### src/rtl/dense_layer_param_pkg.sv
// Shared types and helpers for the parameterised dense layer.
// Holds the FSM state encoding plus saturate/ReLU on a wide signed carrier.
package dense_layer_param_pkg;

    typedef enum logic [1:0] {
        IDLE   = 2'd0,
        ACCUM  = 2'd1,
        FINISH = 2'd2,
        OUTPUT = 2'd3
    } state_t;

    // Wide enough for any accumulator + bias this block is built with.
    typedef logic signed [63:0] wide_t;

    // Clamp v into the signed range of a w-bit word.
    function automatic wide_t saturate(input wide_t v, input int w);
        wide_t hi;
        wide_t lo;
        hi = (wide_t'(1) <<< (w - 1)) - wide_t'(1);
        lo = -hi - wide_t'(1);
        if (v > hi) return hi;
        if (v < lo) return lo;
        return v;
    endfunction

    function automatic wide_t relu(input wide_t v);
        return (v < 0) ? wide_t'(0) : v;
    endfunction

endpackage

### src/rtl/dense_layer_param_if.sv
// Handshake and parameter-write bus of the dense layer.
// master: producer/consumer side; slave: the layer itself.
interface dense_layer_param_if #(
    parameter int N_IN  = 2,
    parameter int N_OUT = 2,
    parameter int W     = 8
);
    localparam int NW = N_OUT * N_IN;
    localparam int WA = (NW > 1) ? $clog2(NW) : 1;
    localparam int BA = (N_OUT > 1) ? $clog2(N_OUT) : 1;

    logic               w_we;
    logic [WA-1:0]      w_addr;
    logic [W-1:0]       w_data;
    logic               b_we;
    logic [BA-1:0]      b_addr;
    logic [W-1:0]       b_data;
    logic               in_valid;
    logic               in_ready;
    logic [W-1:0]       in_data;
    logic               out_valid;
    logic               out_ready;
    logic [N_OUT*W-1:0] out_data;

    modport master (
        output w_we, w_addr, w_data,
        output b_we, b_addr, b_data,
        output in_valid, in_data, out_ready,
        input  in_ready, out_valid, out_data
    );

    modport slave (
        input  w_we, w_addr, w_data,
        input  b_we, b_addr, b_data,
        input  in_valid, in_data, out_ready,
        output in_ready, out_valid, out_data
    );
endinterface

### src/rtl/dense_layer_param_lane.sv
// One neuron: MAC accumulator, bias add, saturate and optional ReLU.
// Ports: clk/rst, clear/add/fin controls, x/wt/bias operands, y result.
module dense_lane
    import dense_layer_param_pkg::*;
#(
    parameter int N_IN = 2,
    parameter int W    = 8,
    parameter int FRAC = 4,
    parameter int ACT  = 1
) (
    input  logic                clk,
    input  logic                rst,
    input  logic                clear,
    input  logic                add,
    input  logic                fin,
    input  logic signed [W-1:0] x,
    input  logic signed [W-1:0] wt,
    input  logic signed [W-1:0] bias,
    output logic signed [W-1:0] y
);
    localparam int AW = 2 * W + $clog2(N_IN);

    logic signed [2*W-1:0] prod;
    logic signed [2*W-1:0] prod_sh;
    logic signed [AW-1:0]  acc;
    logic signed [AW-1:0]  acc_base;
    logic signed [AW:0]    biased;
    wide_t                 act_v;

    assign prod    = (2*W)'(x) * (2*W)'(wt);
    assign prod_sh = prod >>> FRAC;
    // First beat of a sample starts from zero instead of the old sum.
    assign acc_base = clear ? '0 : acc;
    assign biased   = (AW+1)'(acc) + (AW+1)'(bias);

    always_comb begin
        act_v = saturate(64'(biased), W);
        if (ACT == 1) act_v = relu(act_v);
    end

    always_ff @(posedge clk) begin
        if (rst) begin
            acc <= '0;
            y   <= '0;
        end else begin
            if (add) acc <= acc_base + AW'(prod_sh);
            if (fin) y <= W'(act_v);
        end
    end
endmodule

### src/rtl/dense_layer_param.sv
// Fully connected layer: streams N_IN elements, emits N_OUT packed results.
// Ports: clk, rst, bus (weight/bias writes, input stream, result handshake).
module dense_layer_param
    import dense_layer_param_pkg::*;
#(
    parameter int N_IN  = 2,
    parameter int N_OUT = 2,
    parameter int W     = 8,
    parameter int FRAC  = 4,
    parameter int ACT   = 1
) (
    input logic                clk,
    input logic                rst,
    dense_layer_param_if.slave bus
);
    localparam int NW = N_OUT * N_IN;
    localparam int IW = (N_IN > 1) ? $clog2(N_IN) : 1;

    state_t        state;
    logic [IW-1:0] idx;
    logic [IW-1:0] eidx;
    logic          accept;
    logic          first;
    logic          last;
    logic          fin;

    logic signed [W-1:0] w_mem [NW];
    logic signed [W-1:0] b_mem [N_OUT];

    assign bus.in_ready  = (state == IDLE) || (state == ACCUM);
    assign bus.out_valid = (state == OUTPUT);
    assign accept = bus.in_valid && bus.in_ready;
    assign first  = (state == IDLE);
    assign eidx   = first ? '0 : idx;
    assign last   = (eidx == IW'(N_IN - 1));
    assign fin    = (state == FINISH);

    always_ff @(posedge clk) begin
        if (rst) begin
            state <= IDLE;
            idx   <= '0;
        end else begin
            unique case (state)
                IDLE, ACCUM: begin
                    if (accept) begin
                        if (last) begin
                            state <= FINISH;
                            idx   <= '0;
                        end else begin
                            state <= ACCUM;
                            idx   <= eidx + IW'(1);
                        end
                    end
                end
                FINISH: state <= OUTPUT;
                OUTPUT: if (bus.out_ready) state <= IDLE;
                default: state <= IDLE;
            endcase
        end
    end

    // Coefficient storage survives reset; only IDLE may update it.
    always_ff @(posedge clk) begin
        if (!rst && first) begin
            if (bus.w_we && int'(bus.w_addr) < NW)
                w_mem[bus.w_addr] <= bus.w_data;
            if (bus.b_we && int'(bus.b_addr) < N_OUT)
                b_mem[bus.b_addr] <= bus.b_data;
        end
    end

    for (genvar o = 0; o < N_OUT; o++) begin : g_lane
        logic signed [W-1:0] y;

        dense_lane #(
            .N_IN (N_IN),
            .W    (W),
            .FRAC (FRAC),
            .ACT  (ACT)
        ) u_lane (
            .clk   (clk),
            .rst   (rst),
            .clear (first),
            .add   (accept),
            .fin   (fin),
            .x     ($signed(bus.in_data)),
            .wt    (w_mem[o*N_IN + int'(eidx)]),
            .bias  (b_mem[o]),
            .y     (y)
        );

        assign bus.out_data[o*W +: W] = y;
    end
endmodule

### src/flat_wrapper.sv
// flat-port wrapper written by rule: the top's interface ports become plain ports
module dense_layer_param_flat import dense_layer_param_pkg::*;
#(
    parameter int N_IN  = 2,
    parameter int N_OUT = 2,
    parameter int W     = 8,
    parameter int FRAC  = 4,
    parameter int ACT   = 1
)
  (clk, rst, bus_w_we, bus_w_addr, bus_w_data, bus_b_we, bus_b_addr, bus_b_data, bus_in_valid, bus_in_data, bus_out_ready, bus_in_ready, bus_out_valid, bus_out_data);
  dense_layer_param_if #(.N_IN(N_IN), .N_OUT(N_OUT), .W(W)) bus_i ();
  input logic clk;
  input logic rst;
  input wire logic [$bits(bus_i.w_we)-1:0] bus_w_we;
  input wire logic [$bits(bus_i.w_addr)-1:0] bus_w_addr;
  input wire logic [$bits(bus_i.w_data)-1:0] bus_w_data;
  input wire logic [$bits(bus_i.b_we)-1:0] bus_b_we;
  input wire logic [$bits(bus_i.b_addr)-1:0] bus_b_addr;
  input wire logic [$bits(bus_i.b_data)-1:0] bus_b_data;
  input wire logic [$bits(bus_i.in_valid)-1:0] bus_in_valid;
  input wire logic [$bits(bus_i.in_data)-1:0] bus_in_data;
  input wire logic [$bits(bus_i.out_ready)-1:0] bus_out_ready;
  output wire logic [$bits(bus_i.in_ready)-1:0] bus_in_ready;
  output wire logic [$bits(bus_i.out_valid)-1:0] bus_out_valid;
  output wire logic [$bits(bus_i.out_data)-1:0] bus_out_data;
  assign bus_i.w_we = bus_w_we;
  assign bus_i.w_addr = bus_w_addr;
  assign bus_i.w_data = bus_w_data;
  assign bus_i.b_we = bus_b_we;
  assign bus_i.b_addr = bus_b_addr;
  assign bus_i.b_data = bus_b_data;
  assign bus_i.in_valid = bus_in_valid;
  assign bus_i.in_data = bus_in_data;
  assign bus_i.out_ready = bus_out_ready;
  assign bus_in_ready = bus_i.in_ready;
  assign bus_out_valid = bus_i.out_valid;
  assign bus_out_data = bus_i.out_data;
  dense_layer_param #(.N_IN(N_IN), .N_OUT(N_OUT), .W(W), .FRAC(FRAC), .ACT(ACT)) u_core (.clk(clk), .rst(rst), .bus(bus_i));
endmodule
### config.mk
export PLATFORM = sky130hd
export DESIGN_NAME = dense_layer_param_flat
export DESIGN_NICKNAME = d
export VERILOG_FILES = /design/src/rtl/dense_layer_param_pkg.sv /design/src/rtl/dense_layer_param_if.sv /design/src/rtl/dense_layer_param_lane.sv /design/src/rtl/dense_layer_param.sv /design/src/flat_wrapper.sv
export SDC_FILE = /design/constraint.sdc
export NUM_CORES = 1
export LEC_CHECK = 0
export BUFFER_PORTS_ARGS = -buffer_cell sky130_fd_sc_hd__buf_2
export CORE_MARGIN = 2
export CORE_UTILIZATION = 58
export DETAILED_ROUTE_END_ITERATION = 10
export GPL_ROUTABILITY_DRIVEN = 1
export HOLD_SLACK_MARGIN = 0.03
export PLACE_DENSITY = 0.79
export SLEW_MARGIN = 10
export SYNTH_ARGS = -nofsm -noshare
export SYNTH_HDL_FRONTEND = slang
export SYNTH_SLANG_ARGS = --single-unit
### constraint.sdc
create_clock -name clk -period 6.9 [get_ports clk]
set_input_delay 0.345 -clock clk [delete_from_list [all_inputs] [get_ports clk]]
set_output_delay 0.345 -clock clk [all_outputs]
set_load 0.1 [all_outputs]
; Word level (Yosys, flattened, before mapping)
; Memories as Yosys holds them, arrays and structs flattened.
; Index checks and enable logic that the tools add are counted.
[op_classes]
n_addsub = 6
n_mul = 2
magnitude_cmp = 6
n_eq_ne = 5
muxes = 30
n_reduce_logical = 8
[op_table]
columns = cell, count
row1 = $mux 64, 8
row2 = $lt 64x1->1 const B, 2
row3 = $add 17x8->18, 2
row4 = $gt 18x8->1 const B, 2
row5 = $lt 18x8->1 const B, 2
row6 = $add 17x12->17, 2
row7 = $mux 17, 2
row8 = $mul 8x8->16, 2
row9 = $mux 8, 2
row10 = $mux 1, 14
row11 = $mux 2, 3
row12 = $pmux 2 s3, 1
row13 = $eq 2x2->1 const B, 2
row14 = $reduce_and 2->1, 2
row15 = $add 2x1->2 const A, 1
row16 = $eq 2x1->1 const B, 1
row17 = $logic_and 1x1->1, 2
row18 = $logic_not 2->1, 1
row19 = $ne 2x1->1 const B, 1
row20 = $ne 2x2->1 const B, 1
row21 = $reduce_or 2->1, 1
row22 = $add 1x1->1 const B, 1
row23 = $logic_not 1->1, 1
row24 = $logic_or 1x1->1, 1
[word_totals]
regBits = 53
ram_bits = 48
inputBits = 33
elab_cells = 65
n_memories = 2
[mem_list]
columns = name, depth, word_bits, rd, rd_ports_with_merged_regs, wr, line_no
row1 = u_core.w_mem, 4, 8, 2, 0, 1, dense_layer_param.sv:27  ; logic signed [W-1:0] w_mem [NW];
row2 = u_core.b_mem, 2, 8, 2, 0, 1, dense_layer_param.sv:28  ; logic signed [W-1:0] b_mem [N_OUT];

; Logic depth before layout (Yosys ltp)
; Gate-level depths: netlist of the first run.
; An unclocked memory read counts as a cell.
[depth]
depth_word = 9
ltp_mapped = 35

; By module
; A second synthesis of the first run with hierarchy kept.
[unflattened]
hier_cells = 1368
area_unflattened_um2 = 12421.9
[by_module_without_submodules]
columns = mod, n_inst, cells_each, area_each_um2
row1 = dense_lane (u_core.g_lane[0].u_lane), 1, 658, 5371.4
row2 = dense_lane (u_core.g_lane[1].u_lane), 1, 618, 5183.7
row3 = dense_layer_param, 1, 92, 1866.8

; Worst setup path after synthesis of the first run
; OpenSTA, ideal clock, no wires.
[synth_path]
kind = register to register
startpoint = reg u_core.state[1]
endpoint = reg u_core.g_lane[1].u_lane.acc[16]
setup_ps = 134
arrival_ps = 7505
required_time_ps = 6766
slack_ps = -739
stages_incl_launch_ff = 31
synth_period_minus_slack_ps = 7639
path_cell_list = dfxtp_1 or2_2 clkbuf_1 nand2_1 clkbuf_1 mux2_2 and2_1 fa_1 inv_1 fa_1 inv_1 fa_1 inv_1 fa_1 inv_1 ha_1 a21o_1 a21oi_1 o31a_1 o21ai_1 xnor2_2 buf_2 inv_1 ha_1 nand2_1 a21oi_1 mux2_2 o22ai_1 a221oi_1 a311oi_1 o211ai_1
[synth_via]
elab_chain_cells = 6
word_cells_on_any_way = 10
cone_classes = add/sub (2) / mul (1) / eq/ne (1) / mux (2) / reduce/logical (3) / memory (1)
[synth_lines]
columns = element, line_no
row1 = from (decl), dense_layer_param.sv:19  ; state_t state;
row2 = from (signal assigned), dense_layer_param.sv:40  ; state <= IDLE;
row3 = from (signal assigned), dense_layer_param.sv:47  ; state <= FINISH;
row4 = from (signal assigned), dense_layer_param.sv:50  ; state <= ACCUM;
row5 = $logic_not 2->1, "dense_layer_param.sv:30, dense_layer_param.sv:33"
row6 = $mux 1, dense_layer_param.sv:34  ; assign eidx = first ? '0 : idx;
row7 = $add 2x1->2, dense_layer_param.sv:87  ; .wt (w_mem[o*N_IN + int'(eidx)]),
row8 = $mem_v2 4x8, n/a
row9 = $mul 8x8->16, dense_layer_param_lane.sv:30  ; assign prod = (2*W)'(x) * (2*W)'(wt);
row10 = $add 17x12->17, dense_layer_param_lane.sv:46  ; if (add) acc <= acc_base + AW'(prod_sh);
row11 = to (signal assigned), dense_layer_param_lane.sv:46
row12 = to (decl), dense_layer_param_lane.sv:25  ; logic signed [AW-1:0] acc;
; Several ways; a longest one is shown, not always the timed one.
; A chain may end at the register's enable or synchronous reset.

; Final worst setup path of the first run
[layout_path]
startpoint = reg u_core.state[0]
endpoint = reg u_core.g_lane[0].u_lane.acc[13]
[layout_via]
elab_chain_cells = 5
word_cells_on_any_way = 9
cone_classes = add/sub (1) / mul (1) / eq/ne (1) / mux (2) / reduce/logical (3) / memory (1)
[layout_lines]
columns = element, line_no
row1 = $logic_not 2->1, "dense_layer_param.sv:30, dense_layer_param.sv:33"
row2 = $mux 1, dense_layer_param.sv:34
row3 = $mem_v2 4x8, n/a
row4 = $mul 8x8->16, dense_layer_param_lane.sv:30
row5 = $add 17x12->17, dense_layer_param_lane.sv:46
row6 = to (signal assigned), dense_layer_param_lane.sv:46
row7 = to (decl), dense_layer_param_lane.sv:25
; Several ways; a longest one is shown, not always the timed one.

==> results of run 1 <==
[metrics by stage]
step / total power, mW / setup TNS, ps / cells
6_report: 6.45 / -36.0 / 1781
5_1_grt: 7.07 / -1100 / 1781
4_1_cts: 5.80 / 0 / 1749
3_5_place_dp: 5.21 / -381 / 1729
3_3_place_gp: 5.09 / 0 / 1729
2_1_floorplan: 4.33 / -56.2 / 1384
[routing by layer]
| layer | share of wire, % | vias up |
|---|---|---|
| met2 | 53 | 239 |
| met4 | 2.0 | 0 |
| met1 | 41 | 4917 |
| met3 | 3.8 | 51 |
| li1 | - | 4908 |
| met5 | 0 | - |
[cells by family after synthesis]
family	synth area share (%)
multiplexers	1.96
flip-flops	20.4
AND/OR/NAND/NOR	17.8
adder cells (fa/ha/maj)	30.9
buffers and inverters	7.30
AO/OA/AOI/OAI	15.8
XOR/XNOR	5.90
[sequential cells by signal, summed over array words and instances, names as in the netlist]
register / flops
u_core.b_mem: 16
u_core.g_lane.u_lane.acc: 34
u_core.g_lane.u_lane.y: 16
u_core.w_mem: 32
u_core.idx: 1
u_core.state: 2
[worst paths after layout]
path,from,endpoint,slack [ps],cells after the start
setup / recovery,u_core.state[0],u_core.g_lane[0].u_lane.acc[13],-40,31
hold / removal,bus_b_data[0],u_core.b_mem[1][0],190,1
setup reg to reg,u_core.state[0],u_core.g_lane[0].u_lane.acc[13],-40,31
hold reg to reg,u_core.g_lane[0].u_lane.acc[9],u_core.g_lane[0].u_lane.acc[9],470,2
[final cells by class]
class / instances / area, um^2 / area share (%)
Inverter: 195 / 732 / 5.12
Sequential cell: 101 / 2500 / 17.5
Clock inverter: 6 / 60.1 / 0.420
Timing Repair Buffer: 140 / 980 / 6.85
Tap cell: 275 / 344 / 2.40
Multi-Input combinational cell: 1054 / 9440 / 66.0
Clock buffer: 10 / 250 / 1.75
[power groups by stage]
stage	Sequential [mW]	Combinational (mW)	Clock (mW)
2_1_floorplan	0.781	3.55	0
3_3_place_gp	0.777	4.31	0
3_5_place_dp	0.779	4.43	0
4_1_cts	0.768	4.49	0.540
5_1_grt	0.778	5.74	0.559
6_report	0.769	5.15	0.537
[Yosys cell counts, types with 11 or more instances]
cell type / n
a21oi_1: 91
and2_1: 64
fa_1: 112
o21bai_1: 16
clkbuf_1: 29
and3_1: 11
dfxtp_1: 53
ha_1: 124
o21ai_0: 55
nand3_1: 13
a211oi_1: 12
inv_1: 194
mux2i_1: 15
nand2b_1: 19
edfxtp_1: 48
o21a_1: 15
nand2_1: 108
nor2_1: 61
xnor2_1: 64
nor3_1: 29
nor2b_1: 64
a21o_1: 26
xor2_1: 15
[repair_timing]
item,4_1_cts,5_1_grt
gates resized for setup,4,104
endpoints found under the setup margin,5,10
gates cloned,1,0
buffers inserted,3,32
pin swaps,3,86
==> run_results.csv, run 1 <==
group,metric,value,unit
routing,vias,10100,
yosys,synth_top_area_share,18.2,%
cts,tritoncts,"yes",
cts,numCtsBuffers,9,
layout,drive_gt1_share,19.2,%
yosys,synth_async_sr_flop_share,0,%
cts,cts_sinks,101,
layout,fin_util,68.5,%
worst_setup_path,endpoint_kind,"flop",
pwr,switching_share,47.6,%
die,initial_core_util,58.8,%
placement,placed_cell_area,13300,um^2
worst_setup_path,cp.arrival,7190,ps
die,die_area,22400,um^2
pwr,power_frac_seq,11.9,%
worst_setup_path,startpoint_type,"flop",
cts,clockBufferDepth,2,
sta,skew,16.6,ps
worst_hold_path,holdCritPathClass,"input port to flop",
sta,report.final.slew_viol_count,0,
routing,first_pass_iters,5,
sta,fin_crit_sh,101,%
sta,final-setup-viol-count,1,
placement,dp_hpwl,21400,um
yosys,synthesis.nets,1653,
yosys,netlist_area,12300,um^2
global_route,busiest_layer,"met2",
sta,rsz0062_at_grt,"true",
cts,path_clk_slew,80,ps
global_route,grt_pass1_wl,46600,um
global_route,grt_max_degree,38,
global_route,grtUsageTotal,25.7,%
status,violations,"negative setup slack",
worst_setup_path,crit_buf_inv,6,
worst_setup_path,crit_family,"adder cells",
routing,drt-initial-drc-count,462,
layout,antenna_cells,0,
sta,final_critical_path_setup_slack,-36.0,ps
die,die_w,150,um
yosys,ys_seq_area_share,20.4,%
routing,final_antenna_net_count,0,
pwr,p_leak,6.55,nW
die,die_y,150,um
sta,hold_violations,0,
sta,fin_hold_ws,186,ps
placement,gp_routability_congestion,0.814,
sta,slew_headroom,43.1,%
yosys,ys_top_cells_by_area,"fa_1 (18%), ha_1 (13%), edfxtp_1 (12%)",
routing,drt-wirelength-per-cell,16.3,um
pwr,p_switching,3.07,mW
yosys,ys_seq_elements,101,
die,core,20900,um^2
layout,postLayoutCellArea,14300,um^2
cts,cts-root-buf,"clkbuf_16",
layout,nNetsFinal,1770,
worst_setup_path,path_common_cell,"fa_1",
yosys,syn_area_per_cell,8.88,um^2
sta,max_freq,144,MHz
placement,io_buffers,50,
placement,dp_slack,-146,ps
layout,fillCellCount,1573,
layout,layout_common_cells,"inv_1 (174), ha_1 (110), fa_1 (109)",
cts,cts_hold_buf,0,
global_route,overflow,0,
status,outcome,"complete, but fails checks",
global_route,grt_pass1_vias,10200,
worst_setup_path,crit_path_top_delay_cell,"fa_1",
die,core.rowCount,53,
die,io_pins,51,
yosys,synth_cell_types,78,
worst_setup_path,required,7160,ps
worst_setup_path,cpPeakStageDelay,530,ps
routing,routed_wl,29000,um
pwr,ir_drop,762,uV
worst_setup_path,critPathKind,"flop to flop",
worst_setup_path,path_max_fanout,7,
yosys,synth_edf_count,48,
yosys,ys.flop_type,"dfxtp_1",
cts,insertion_delay,360,ps
pwr,pwr_density_cell,451,nW/um^2
pwr,p_clk_share,8.3,%
layout,final_common_cell,"inv_1",
sta,fin_crit,6940,ps
global_route,met2_usage,48.3,%
yosys,synth_top_area_cell,"fa_1",
routing,vias_per_cell,5.68,
global_route,use_met3,2.65,%
yosys,synth_warnings,0,
yosys,syn_inst,1384,
layout,area_growth,16.4,%
global_route,antenna_found_initial,0,
sta,tightest_slew,850,ps
pwr,power_frac_comb,79.8,%
pwr,internal_power,3.38,mW
global_route,use_met1,31.4,%
routing,drc_errors,0,
flow_run,drv_cap,0,
cts,cts_htree_levels,3,
Power figures use the tool's default switching activity.
==> run 2: changes to the inputs <==
--- a/config.mk
+++ b/config.mk
@@ -7,10 +7,8 @@
 export LEC_CHECK = 0
 export BUFFER_PORTS_ARGS = -buffer_cell sky130_fd_sc_hd__buf_2
-export CORE_MARGIN = 2
-export CORE_UTILIZATION = 58
+export CORE_UTILIZATION = 45
 export DETAILED_ROUTE_END_ITERATION = 10
 export GPL_ROUTABILITY_DRIVEN = 1
 export HOLD_SLACK_MARGIN = 0.03
-export PLACE_DENSITY = 0.79
 export SLEW_MARGIN = 10
 export SYNTH_ARGS = -nofsm -noshare
==> constraint.sdc (replaced) <==
create_clock -name clk -period 6.9 [get_ports clk]
set_input_delay 0.345 -clock clk [delete_from_list [all_inputs] [get_ports clk]]
set_output_delay 0.345 -clock clk [all_outputs]
set_load 0.005 [all_outputs]
==> run 2 against run 1 <==
The run now ends clean. Utilization fell by 14 points. Wire length fell by 3.6%. Clock skew down 1.3 ps. Setup slack improved by 240 ps. Clock-buffer cell count shrank 1. Final area rose by 2.3%. Sequential share of layout area down 0.38 points. Largest power group unchanged.
==> run_results.csv, run 2 (synthesis gave the netlist of run 1 again) <==
group,metric,value,unit
global_route,grt_pass1_wl,47200,um
layout,drive_gt1_share,20.4,%
global_route,grtUsageTotal,20.6,%
layout,final_common_cell,"inv_1",
layout,largest_reg_flops,34,
routing,vias_per_cell,5.34,
worst_setup_path,rrSetupSlack,200,ps
cts,clockBufferDepth,2,
worst_setup_path,path_max_fanout,7,
routing,routed_wl,28000,um
die,io_pins,51,
layout,area_growth,19.1,%
worst_hold_path,whs_path_depth,1,
worst_setup_path,cpPeakStageDelay,520,ps
pwr,p_leak,6.64,nW
worst_setup_path,startpoint_type,"flop",
routing,final_antenna_net_count,0,
worst_setup_path,cp.arrival,6980,ps
worst_setup_path,rr_worst_depth,30,
sta,final-setup-viol-count,0,
worst_hold_path,hp-start,"bus_b_data[1]",
die,die_y,167,um
sta,skew,15.3,ps
sta,fin_crit_sh,97.1,%
flow_run,drv_cap,0,
global_route,use_met1,25.3,%
routing,drt-initial-drc-count,434,
cts,tritoncts,"yes",
worst_setup_path,r2r_end,"u_core.g_lane[0].u_lane.acc[16]",
pwr,ir_drop,672,uV
routing,vias,9934,
worst_setup_path,required,7180,ps
sta,fin_hold_ws,178,ps
die,core,26900,um^2
layout,largest_register,"u_core.g_lane.u_lane.acc",
global_route,busiest_layer,"met2",
cts,insertion_delay,360,ps
layout,seq_area,2510,um^2
cts,path_clk_slew,90,ps
global_route,grt_max_degree,38,
sta,fin_crit,6700,ps
layout,antenna_cells,0,
pwr,pwr_density_cell,444,nW/um^2
sta,hold_violations,0,
layout,largestRegisters,"u_core.g_lane.u_lane.acc: 34 flops, u_core.w_mem: 32 flops",
worst_setup_path,path_common_cell,"fa_1",
placement,dp_hpwl,21500,um
sta,slew_headroom,42.9,%
routing,first_pass_iters,5,
pwr,power,6.50,mW
worst_setup_path,endpoint_kind,"flop",
worst_setup_path,critPathKind,"flop to flop",
global_route,overflow,0,
worst_hold_path,holdPathEnd,"u_core.b_mem[0][1]",
status,outcome,"finished, final reports clean",
routing,drc_errors,0,
cts,numCtsBuffers,9,
layout,nNetsFinal,1785,
cts,cts_htree_levels,3,
layout,layout_common_cells,"inv_1 (183), fa_1 (107), ha_1 (105)",
sta,max_freq,149,MHz
die,die_w,167,um
global_route,grt_pass1_vias,10200,
placement,io_buffers,50,
worst_hold_path,holdCritPathClass,"input port to flop",
global_route,use_met3,2.01,%
layout,fillCellCount,2503,
global_route,antenna_found_initial,0,
cts,cts_hold_buf,0,
worst_setup_path,rr_startpoint,"u_core.state[0]",
routing,drt-wirelength-per-cell,15.0,um
cts,cts-root-buf,"clkbuf_16",
global_route,met2_usage,38.5,%
sta,rsz0062_at_grt,"true",
cts,cts_sinks,101,
die,core.rowCount,60,
sta,report.final.slew_viol_count,0,
layout,multi_input_area,9570,um^2
placement,gp_routability_congestion,0.809,
die,die_area,28000,um^2
worst_setup_path,crit_path_top_delay_cell,"fa_1",
sta,tightest_slew,853,ps
die,initial_core_util,45.7,%
## run 2: cell types whose count changed in the layout (fill, tap and decap cells not counted), sizes merged
cell	delta
clkbuf	-1
buf	+15
inv	+1
## run 2: critical path, delay by kind of cell, from the launching register on
kind / cells / cell delay (ps)
AO/OA/AOI/OAI: 10 / 1780
XOR/XNOR: 1 / 170
adder cells (fa/ha/maj): 6 / 2600
buffers and inverters: 7 / 620
flip-flops: 1 / 320
multiplexers: 1 / 320
AND/OR/NAND/NOR: 5 / 790
## run 2: power by group
part	total (mW)	internal (mW)	switching, mW	leakage [nW]
registers	0.767	0.704	0.0632	0.871
logic	5.19	2.48	2.71	5.61
clock network	0.542	0.263	0.279	0.151
total	6.50	3.45	3.05	6.64
## run 2: worst max path at each step
stage	depth (start not counted)	end	startpoint
after detailed placement	33	u_core.g_lane[1].u_lane.acc[16]	u_core.state[1]
after global placement	30	u_core.g_lane[0].u_lane.acc[13]	u_core.state[1]
after CTS	30	u_core.g_lane[0].u_lane.acc[13]	u_core.state[1]
after global routing	33	u_core.g_lane[1].u_lane.acc[16]	u_core.state[0]
final	30	u_core.g_lane[0].u_lane.acc[16]	u_core.state[0]
after floorplan	30	u_core.g_lane[1].u_lane.acc[16]	u_core.state[1]
## run 2: metrics by stage
stage          cells  TNS, ps  utilization, %  worst slack, ps  instance area [um^2]
6_report        1862        0            54.4              200                 14600
5_1_grt         1862     -452            54.4             -123                 14600
4_1_cts         1821        0            51.2             12.4                 13800
3_5_place_dp    1804     -392            49.9             -153                 13400
3_3_place_gp    1804     -125            49.9            -62.8                 13400
2_1_floorplan   1384    -56.2               -            -56.2                 12400
## run 2: cell type report
cell class	instances	area share [%]
repair buffers	155	7.42
clock buffers	9	1.54
clock inverters	7	0.590
well taps	341	2.92
flip-flops and latches	101	17.1
inverters	195	5.00
multi-input cells	1054	65.4
## run 2: per-layer routing
layer  vias to the layer above  wire, um
li1                       4941         -
met1                      4869     12700
met2                        92     14400
met3                        32       477
met4                         0       443
met5                         -         0
## run 2: what timing repair did
item | 4_1_cts | 5_1_grt
gates resized for setup | 6 | 112
pin swaps | 1 | 83
setup endpoints to repair | 5 | 11
buffers inserted | 0 | 41
cloned | 1 | 0
==> run 3: changes to the inputs <==
- clock period: 6.9 -> 5.6 ns (I/O delays scaled with it)
==> run 3 against run 2 <==
The flow now finishes with violations (negative setup slack). Cell count is 5.3% higher. Power rose by 39%. Setup slack got worse by 1300 ps. Via count grew 2.7%. Clock skew increased by 7.9 ps. Critical endpoint is now u_core.g_lane[0].u_lane.acc[13]. Non-clock buffer count rose by 98. Combinational power is 43% higher. Register-to-register slack worse by 1300 ps. Wire length grew 2.4%. First-iteration DRC count decreased by 11%. Clock-buffer cell count did not move. Clock power is 23% higher. Largest power group unchanged.
==> run_results.csv, run 3 (synthesis gave the netlist of run 1 again) <==
group,metric,value,unit
flow_run,drv_cap,0,
status,outcome,"complete, but fails checks",
sta,hold_violations,0,
cts,path_clk_slew,90,ps
layout,drive_gt1_share,27.6,%
placement,io_buffers,50,
routing,drt-initial-drc-count,388,
sta,rsz0062_at_grt,"true",
die,die_area,28000,um^2
pwr,pwr_density_cell,582,nW/um^2
worst_setup_path,required,5850,ps
worst_setup_path,rrSetupSlack,-1100,ps
worst_setup_path,crit_buf_inv,5,
cts,cts_sinks,101,
cts,tritoncts,"yes",
die,core.rowCount,60,
routing,routed_wl,28700,um
global_route,grt_max_degree,38,
worst_setup_path,cp-endpoint,"u_core.g_lane[0].u_lane.acc[13]",
global_route,grt_pass1_wl,49900,um
placement,dp_cells,1919,
worst_setup_path,crit_family,"adder cells",
global_route,overflow,0,
die,initial_core_util,45.7,%
worst_setup_path,r2r_end,"u_core.g_lane[0].u_lane.acc[13]",
layout,largest_reg_flops,34,
sta,fin_crit,6700,ps
worst_hold_path,hp-start,"bus_b_data[0]",
worst_setup_path,cp.depth,33,
layout,final_common_cell,"buf_4",
layout,largest_register,"u_core.g_lane.u_lane.acc",
routing,m1WireLength,12700,um
placement,dp_hpwl,22700,um
worst_setup_path,cp.arrival,6950,ps
global_route,grtUsageTotal,21.8,%
cts,cts_htree_levels,3,
cts,cts_hold_buf,0,
routing,wl_met3,586,um
routing,vias,10200,
worst_setup_path,path_common_cell,"inv_2",
global_route,antenna_found_initial,0,
routing,final_antenna_net_count,0,
sta,max_freq,149,MHz
routing,vias_per_cell,5.21,
worst_setup_path,endpoint_kind,"flop",
cts,cts-root-buf,"clkbuf_16",
layout,largestRegisters,"u_core.g_lane.u_lane.acc: 34 flops, u_core.w_mem: 32 flops",
layout,area_growth,26.3,%
sta,tightest_slew,861,ps
die,io_pins,51,
layout,antenna_cells,0,
cts,clockBufferDepth,2,
die,die_w,167,um
pwr,ir_drop,880,uV
global_route,grt_pass1_vias,10800,
worst_setup_path,cpPeakStageDelay,510,ps
placement,gp_routability_congestion,0.837,
die,core,26900,um^2
worst_setup_path,crit_path_top_delay_cell,"fa_1",
sta,report.final.slew_viol_count,0,
worst_setup_path,rr_startpoint,"u_core.state[1]",
die,die_y,167,um
status,violations,"negative setup slack",
routing,first_pass_iters,4,
worst_setup_path,path_max_fanout,6,
routing,met2_length,15000,um
layout,fin_cells,1960,
layout,nNetsFinal,1883,
sta,final_critical_path_setup_slack,-1100,ps
cts,numCtsBuffers,9,
sta,fin_tns_setup,-12630,ps
cts,insertion_delay,360,ps
worst_setup_path,rr_worst_depth,33,
routing,drc_errors,0,
worst_hold_path,holdCritPathClass,"input port to flop",
sta,final-setup-viol-count,19,
sta,skew,23.2,ps
worst_setup_path,cp-startpoint,"u_core.state[1]",
layout,layout_common_cells,"buf_4 (195), inv_1 (174), fa_1 (108)",
worst_setup_path,critPathKind,"flop to flop",
pwr,p_leak,7.18,nW
routing,drt-wirelength-per-cell,14.6,um
sta,slew_headroom,42.4,%
routing,top_layer_used,"met4",
sta,fin_crit_sh,120,%
worst_setup_path,startpoint_type,"flop",
[run 3: power breakdown]
part	internal, mW	leakage [nW]	switching [mW]
Sequential	0.868	0.871	0.0788
Combinational	3.78	6.16	3.64
Clock	0.321	0.151	0.346
Total	4.97	7.18	4.06
[run 3: per-layer routing]
metal	vias up	global-route usage [%]
li1	5137	-
met1	4948	26.1
met2	89	41.6
met3	28	2.03
met4	0	5.11
met5	-	0
[run 3: metrics by stage]
step | hold slack (ps) | setup WS (ps) | total power [mW] | utilization, % | area (um^2)
detailed placement | 466 | -1130 | 7.58 | 54.2 | 14600
floorplan | 379 | -1010 | 5.57 | - | 12700
global route | 97.9 | -1480 | 9.95 | 57.8 | 15500
CTS | 99.7 | -1080 | 8.55 | 56.2 | 15100
global placement | 461 | -975 | 7.50 | 54.2 | 14600
finish | 109 | -1100 | 9.03 | 57.8 | 15500
[run 3: cell type report]
class	instances	area, um^2
fill	2445	11400
multi-input combinational	1054	9720
sequential	101	2510
timing repair buffer	253	1810
inverter	195	736
tap	341	427
clock buffer	9	225
clock inverter	7	91.3
[run 3: worst register-to-register path: cells and delay by family (launching register included)]
family / cells / cell delay, ps
AO/OA/AOI/OAI: 9 / 1830
multiplexers: 1 / 340
AND/OR/NAND/NOR: 9 / 1150
flip-flops: 1 / 320
adder cells (fa/ha/maj): 7 / 2410
XOR/XNOR: 2 / 260
buffers and inverters: 5 / 320
[run 3: worst min path at each step]
stage	to	slack (ps)	depth (start not counted)
3_5_place_dp	u_core.g_lane[0].u_lane.acc[5]	470	2
5_1_grt	u_core.b_mem[1][1]	100	1
2_1_floorplan	u_core.b_mem[0][0]	380	0
6_report	u_core.b_mem[0][0]	110	1
4_1_cts	u_core.b_mem[0][0]	100	1
3_3_place_gp	u_core.g_lane[1].u_lane.acc[13]	460	2
[run 3: timing repair]
item                       4_1_cts  5_1_grt
gates resized for setup         27       75
gates cloned                     1        0
buffers inserted                 9       18
pin swaps                       11       65
setup endpoints to repair       21       25
